File: src/rtl/alu_uart_sequencer.sv
// RX-side sequencer: collects A, B, opcode bytes from UART RX, issues them to the ALU, then waits
// for the TX ack. Optional inter-byte timeout enabled by defining SEQ_TIMEOUT_EN.
module alu_uart_sequencer #(
  parameter int unsigned NB_DATA = 8,
  parameter int unsigned NB_OP   = 6
`ifdef SEQ_TIMEOUT_EN
  ,
  parameter int unsigned TIMEOUT_CYCLES = 1000000
`endif
) (
  input  logic               i_clk,
  input  logic               i_rst,
  input  logic [NB_DATA-1:0] i_rx_data,
  input  logic               i_rx_done,
  input  logic               i_tx_ack,
  output logic [NB_DATA-1:0] o_alu_a,
  output logic [NB_DATA-1:0] o_alu_b,
  output logic [NB_OP-1:0]   o_alu_op,
  output logic               o_alu_valid,
  output logic               o_busy,
  output logic               o_err_op,
  output logic               o_overrun,
  output logic               o_timeout
);

  typedef enum logic [2:0] {StIdle, StGetB, StGetOp, StIssue, StWaitTx} state_e;

  state_e             state_q, state_d;
  logic [NB_DATA-1:0] a_q, a_d, b_q, b_d;
  logic [NB_DATA-1:0] alu_a_q, alu_a_d, alu_b_q, alu_b_d;
  logic [NB_OP-1:0]   alu_op_q, alu_op_d;
  logic               err_op_q, err_op_d;
  logic               overrun_q, overrun_d;
  logic               expired;
  logic [NB_OP-1:0]   opcode;

  assign opcode = i_rx_data[NB_OP-1:0];

  function automatic logic op_valid(input logic [NB_OP-1:0] op);
    case (op)
      NB_OP'(6'b100000), NB_OP'(6'b100010), NB_OP'(6'b100100), NB_OP'(6'b100101),
      NB_OP'(6'b100110), NB_OP'(6'b100111), NB_OP'(6'b000011), NB_OP'(6'b000010): op_valid = 1'b1;
      default: op_valid = 1'b0;
    endcase
  endfunction

`ifdef SEQ_TIMEOUT_EN
  localparam int unsigned CntW = (TIMEOUT_CYCLES > 1) ? $clog2(TIMEOUT_CYCLES) : 1;

  logic [CntW-1:0] cnt_q, cnt_d;
  logic            in_frame;
  logic            timeout_q;

  assign in_frame = (state_q == StGetB) || (state_q == StGetOp);
  // A byte arriving in the expiry cycle wins over the timeout.
  assign expired  = in_frame && !i_rx_done && (cnt_q == CntW'(TIMEOUT_CYCLES - 1));

  always_comb begin
    cnt_d = '0;
    if (in_frame && !i_rx_done && !expired) begin
      cnt_d = cnt_q + CntW'(1);
    end
  end

  always_ff @(posedge i_clk) begin
    if (!i_rst) begin
      cnt_q     <= '0;
      timeout_q <= 1'b0;
    end else begin
      cnt_q     <= cnt_d;
      timeout_q <= expired;
    end
  end

  assign o_timeout = timeout_q;
`else
  assign expired   = 1'b0;
  assign o_timeout = 1'b0;
`endif

  always_comb begin
    state_d   = state_q;
    a_d       = a_q;
    b_d       = b_q;
    alu_a_d   = alu_a_q;
    alu_b_d   = alu_b_q;
    alu_op_d  = alu_op_q;
    err_op_d  = 1'b0;
    overrun_d = overrun_q;
    case (state_q)
      StIdle: begin
        if (i_rx_done) begin
          a_d     = i_rx_data;
          state_d = StGetB;
        end
      end
      StGetB: begin
        if (i_rx_done) begin
          b_d     = i_rx_data;
          state_d = StGetOp;
        end else if (expired) begin
          state_d = StIdle;
        end
      end
      StGetOp: begin
        if (i_rx_done) begin
          if (op_valid(opcode)) begin
            alu_a_d  = a_q;
            alu_b_d  = b_q;
            alu_op_d = opcode;
            state_d  = StIssue;
          end else begin
            err_op_d = 1'b1;
            state_d  = StIdle;
          end
        end else if (expired) begin
          state_d = StIdle;
        end
      end
      StIssue: begin
        if (i_rx_done) overrun_d = 1'b1;
        state_d = StWaitTx;
      end
      StWaitTx: begin
        if (i_rx_done) overrun_d = 1'b1;
        if (i_tx_ack) state_d = StIdle;
      end
      default: state_d = StIdle;
    endcase
  end

  always_ff @(posedge i_clk) begin
    if (!i_rst) begin
      state_q   <= StIdle;
      a_q       <= '0;
      b_q       <= '0;
      alu_a_q   <= '0;
      alu_b_q   <= '0;
      alu_op_q  <= '0;
      err_op_q  <= 1'b0;
      overrun_q <= 1'b0;
    end else begin
      state_q   <= state_d;
      a_q       <= a_d;
      b_q       <= b_d;
      alu_a_q   <= alu_a_d;
      alu_b_q   <= alu_b_d;
      alu_op_q  <= alu_op_d;
      err_op_q  <= err_op_d;
      overrun_q <= overrun_d;
    end
  end

  assign o_alu_a     = alu_a_q;
  assign o_alu_b     = alu_b_q;
  assign o_alu_op    = alu_op_q;
  assign o_alu_valid = (state_q == StIssue);
  assign o_busy      = (state_q == StIssue) || (state_q == StWaitTx);
  assign o_err_op    = err_op_q;
  assign o_overrun   = overrun_q;

endmodule

File: config.mk
export PLATFORM = sky130hd
export DESIGN_NAME = alu_uart_sequencer
export DESIGN_NICKNAME = d
export VERILOG_FILES = /design/src/rtl/alu_uart_sequencer.sv
export SDC_FILE = /design/constraint.sdc
export NUM_CORES = 1
export LEC_CHECK = 0
export BUFFER_PORTS_ARGS = -buffer_cell sky130_fd_sc_hd__clkbuf_2
export CORE_MARGIN = 2
export CORE_UTILIZATION = 33
export CTS_CLUSTER_SIZE = 16
export DETAILED_ROUTE_END_ITERATION = 8
export PLACE_DENSITY = 0.57
export SYNTH_ARGS = -nofsm -noshare
export SYNTH_HDL_FRONTEND = slang
export SYNTH_SLANG_ARGS = --single-unit
File: constraint.sdc
create_clock -name i_clk -period 1.87 [get_ports i_clk]
set_input_delay 0.2805 -clock i_clk [delete_from_list [all_inputs] [get_ports i_clk]]
set_output_delay 0.2805 -clock i_clk [all_outputs]
set_load 0.05 [all_outputs]
# Yosys cells after proc, flatten, opt, wreduce, memory -nomap -nowiden
# Index checks and enable logic that the tools add are counted.
# word_totals
register_bits,43
# classes
n_eq_ne,16
mux,10
n_reduce_logical,10
# op_table
op,n
$eq A6 B6 Y1 const B,6
$pmux W3 S5,1
$eq A6 B2 Y1 const B,2
$mux W3,4
$ne A2 B2 Y1 const B,4
$reduce_or A8 Y1,1
$eq A3 B2 Y1 const B,2
$reduce_and A2 Y1,3
$reduce_and A3 Y1,2
$mux W1,4
$reduce_and A4 Y1,1
$eq A3 B1 Y1 const B,1
$eq A3 B3 Y1 const B,1
$logic_not A3 Y1,1
$mux W2,1
$reduce_or A2 Y1,1
$logic_or A1 B1 Y1,1

# Longest topological paths before layout
# depth
word_depth,8
mapped_depth,5
mapped_depth_nobuf,4

# Worst setup path before layout
# OpenSTA, ideal clock, no wires.
# synth_timing
path_type,register -> register
start,reg state_q[1]
end,"reg overrun_q, in the netlist o_overrun"
arrival_ns,1.727
required_time_ns,1.804
setup_slack_ns,0.078
stages_incl_launch_ff,6
n_path_buf,1
synth_period_minus_slack_ns,1.792
path_cell_list,dfxtp_1 > buf_2 > and3b_1 > nand2b_1 > a21oi_1 > nor2b_1
# synth_between
elab_chain_cells,3
word_cells_on_any_way,4
cone_classes,2 x eq/ne; 2 x reduce/logical
# synth_lines
item,line,rtl
from (decl),28,"state_e state_q, state_d;"
from (signal assigned),134,state_q <= StIdle;
from (signal assigned),143,state_q <= state_d;
$eq A3 B2 Y1,n/a,
named net o_alu_valid,19,"output logic o_alu_valid,"
$reduce_or A2 Y1 (no source line),n/a,
$reduce_and A2 Y1 (no source line),n/a,
to (signal assigned),150,overrun_q <= overrun_d;
to (decl),33,"logic overrun_q, overrun_d;"
# The timed path passes the listed nets, and every way through them passes these cells.
# A chain may end at the register's enable or synchronous reset.

# Final worst setup path
# layout_timing
start,reg state_q[1]
end,out o_busy
# layout_between
elab_chain_cells,2
word_cells_on_any_way,3
cone_classes,2 x eq/ne; 1 x reduce/logical
# layout_lines
item,line,rtl
$eq A3 B2 Y1 / $eq A3 B3 Y1 (equally long branches),158,assign o_busy = (state_q == StIssue) || (state_q == StWaitTx);
$logic_or A1 B1 Y1 *,158,
to (decl),20,"output logic o_busy,"
# Mark *: on every way between the ends. The rest lies on a longest branch, timed or not.

==> metrics.csv <==
metric,value,unit
ys_ff_latch,43,
dp_slack,0.321,ns
synth_flop_cell,dfxtp_1,
required,1.59,ns
worst_hold_path_type,in2reg,
timing.fmax,565,MHz
worst_hold_slack,0.233,ns
drc,0,
wire_per_inst,11.6,um
cts.htree.levels,2,
fin_nets,232,
hold_violations,0,
path_cells,or3b_1 -> nand2b_1 -> buf_2,
cap_violations,0,
drive_gt1_frac,0.258,
grt_pass1_wl,5600,um
rsz0062_at_grt,false,
antenna_found_initial,0,
gp_congestion,0.737,
fin_ws,0.0989,ns
synth_cell_type_count,30,
critical_path_buf_inv_count,1,
syn_nets,196,
syn_area,0.00175,mm2
grt_max_degree,37,
nFillCells,544,
setup_viol,0,
crit_path_top_delay_cell,or3b_1,
firstDrtPassIters,4,
clockRootBuffer,clkbuf_8,
cts_sinks,43,
cts_buffers,5,
die_w,76.9,um
port_buffers,37,
vdd_drop_max,0.315,mV
post-route-period-util,0.947,
tightest_slew,0.600,ns
period_minus_slack,1.77,ns
die_y,76.9,um
start_kind,flop,
wl,3370,um
path_delay_family,simple AND/OR/NAND/NOR gates,
post-dp-hpwl,2340,um
drt_iter0_drc,73,
slew_viol_final,0,
cts_tree,yes,
clock_path_buffers,2,
async_flop_share,0,
avgSynthCellArea,9.53,um2
io_pins,39,
crit_fanout,8,
arrival,1.49,ns
synth_cells,184,
routed_via_density,4.44,
r2r_slack,0.36,ns
p_leak,0.816,nW
clkSlewWorstSetupHoldPaths,0.08,ns
relSlewSlack,0.598,
area_growth,20.3,%
cp-end-kind,output port,
synth_edf_count,0,
yosysSeqAreaShare,0.491,
powerDensity,889,mW/mm2
synth_warnings,0,
slowest_delay,0.43,ns
coreArea,0.00511,mm2
outcome,"complete, no violations",
first_global_vias,1201,
grtUsageTotal,0.119,
setup-tns-final,0,ns
ant_nets,0,
die_area,0.00591,mm2
fin_skew,0.00699,ns
path_class,reg2out,
std_cell_rows,26,
worstSkewPairLatency,0.30,ns
initial_core_util,0.343,
n_antenna_cell,0,
cts_hold_buf,0,
num_vias,1292,
grt_overflow_total,0,
power by group:
part           switching [mW]  total [mW]  internal (mW)  leakage (nW)
combinational           0.102       0.165         0.0629         0.406
sequential             0.0202       0.964          0.943         0.349
clock                   0.313       0.745          0.432        0.0612
routing by layer:
| metal | vias to the layer above | global-route usage | share of wire |
|---|---|---|---|
| met1 | 583 | 0.157 | 0.50 |
| li1 | 674 | - | - |
| met4 | 0 | 0.0436 | 0.014 |
| met5 | - | 0 | 0 |
| met3 | 6 | 0.0424 | 0.056 |
| met2 | 29 | 0.180 | 0.43 |
kinds of logic (layout without fill, tap and decap cells):
group,Yosys count,count (layout),share of synthesized area
AO/OA/AOI/OAI,14,14,0.0621
XOR/XNOR,1,1,0.00500
buffers and inverters,13,50,0.0400
flip-flops,43,43,0.491
multiplexers,28,28,0.160
other,1,1,0.00214
AND/OR/NAND/NOR,84,84,0.240
path summary, 6_finish.rpt:
check | startpoint | endpoint | cells past startpoint
setup reg to reg | state_q[1] | o_alu_op[3] | 4
setup / recovery | state_q[1] | o_busy | 3
hold / removal | i_rx_data[7] | a_q[7] | 3
hold reg to reg | a_q[5] | a_q[5] | 2
registers in the layout, summed over array words and instances (netlist names):
name	cells
b_q	8
state_q	3
o_alu_op	6
o_err_op	1
o_overrun	1
o_alu_b	8
a_q	8
o_alu_a	8
Yosys cell counts (2+ instances only):
cell type	instances	area (um2)
clkbuf_1	7	26.3
nor2b_1	11	68.8
buf_2	2	10.0
o21a_1	2	15.0
nand2_1	57	214
nor2_1	3	11.3
mux2i_1	28	280
and3b_1	3	26.3
dfxtp_1	43	861
a21boi_1	7	52.6
buf_6	2	22.5
layout make-up:
cell class / count / area [um2] / area share
sequential: 43 / 862 / 0.409
tap: 70 / 87.6 / 0.0415
clock inverter: 2 / 35.0 / 0.0166
clock buffer: 6 / 82.6 / 0.0392
timing repair buffer: 41 / 215 / 0.102
multi-input combinational: 128 / 822 / 0.390
inverter: 1 / 3.75 / 0.00178
tightest hold or removal path, cell delays in order:
cell and delay, ns:
clkbuf_2 0.10, nand2_1 0.06, a21boi_1 0.05
cells in the final DEF (no fill, tap or decap), types with 2 or more instances in the layout:
| master | netlist | layout |
|---|---|---|
| nand2_1 | 57 | 57 |
| dfxtp_1 | 43 | 42 |
| clkbuf_2 | 0 | 36 |
| mux2i_1 | 28 | 28 |
| nor2b_1 | 11 | 11 |
| a21boi_1 | 7 | 7 |
| clkbuf_8 | 0 | 6 |
| buf_4 | 1 | 4 |
| and3b_1 | 3 | 3 |
| nor2_1 | 3 | 3 |
| o21a_1 | 2 | 2 |
stage by stage:
stage | total power [mW] | std cells | instance area, um2 | utilization
3_5_place_dp | 1.15 | 283 | 1990 | 0.390
3_3_place_gp | 1.15 | 283 | 1990 | 0.390
5_1_grt | 1.97 | 291 | 2110 | 0.413
4_1_cts | 1.90 | 291 | 2110 | 0.413
2_1_floorplan | 1.11 | 184 | 1750 | -
6_report | 1.87 | 291 | 2110 | 0.413
repair_timing:
item	in CTS	in global routing
setup buffers	0	0
gates resized for setup	1	1
setup endpoints to repair	1	1
(Power assumes the default switching activity.)
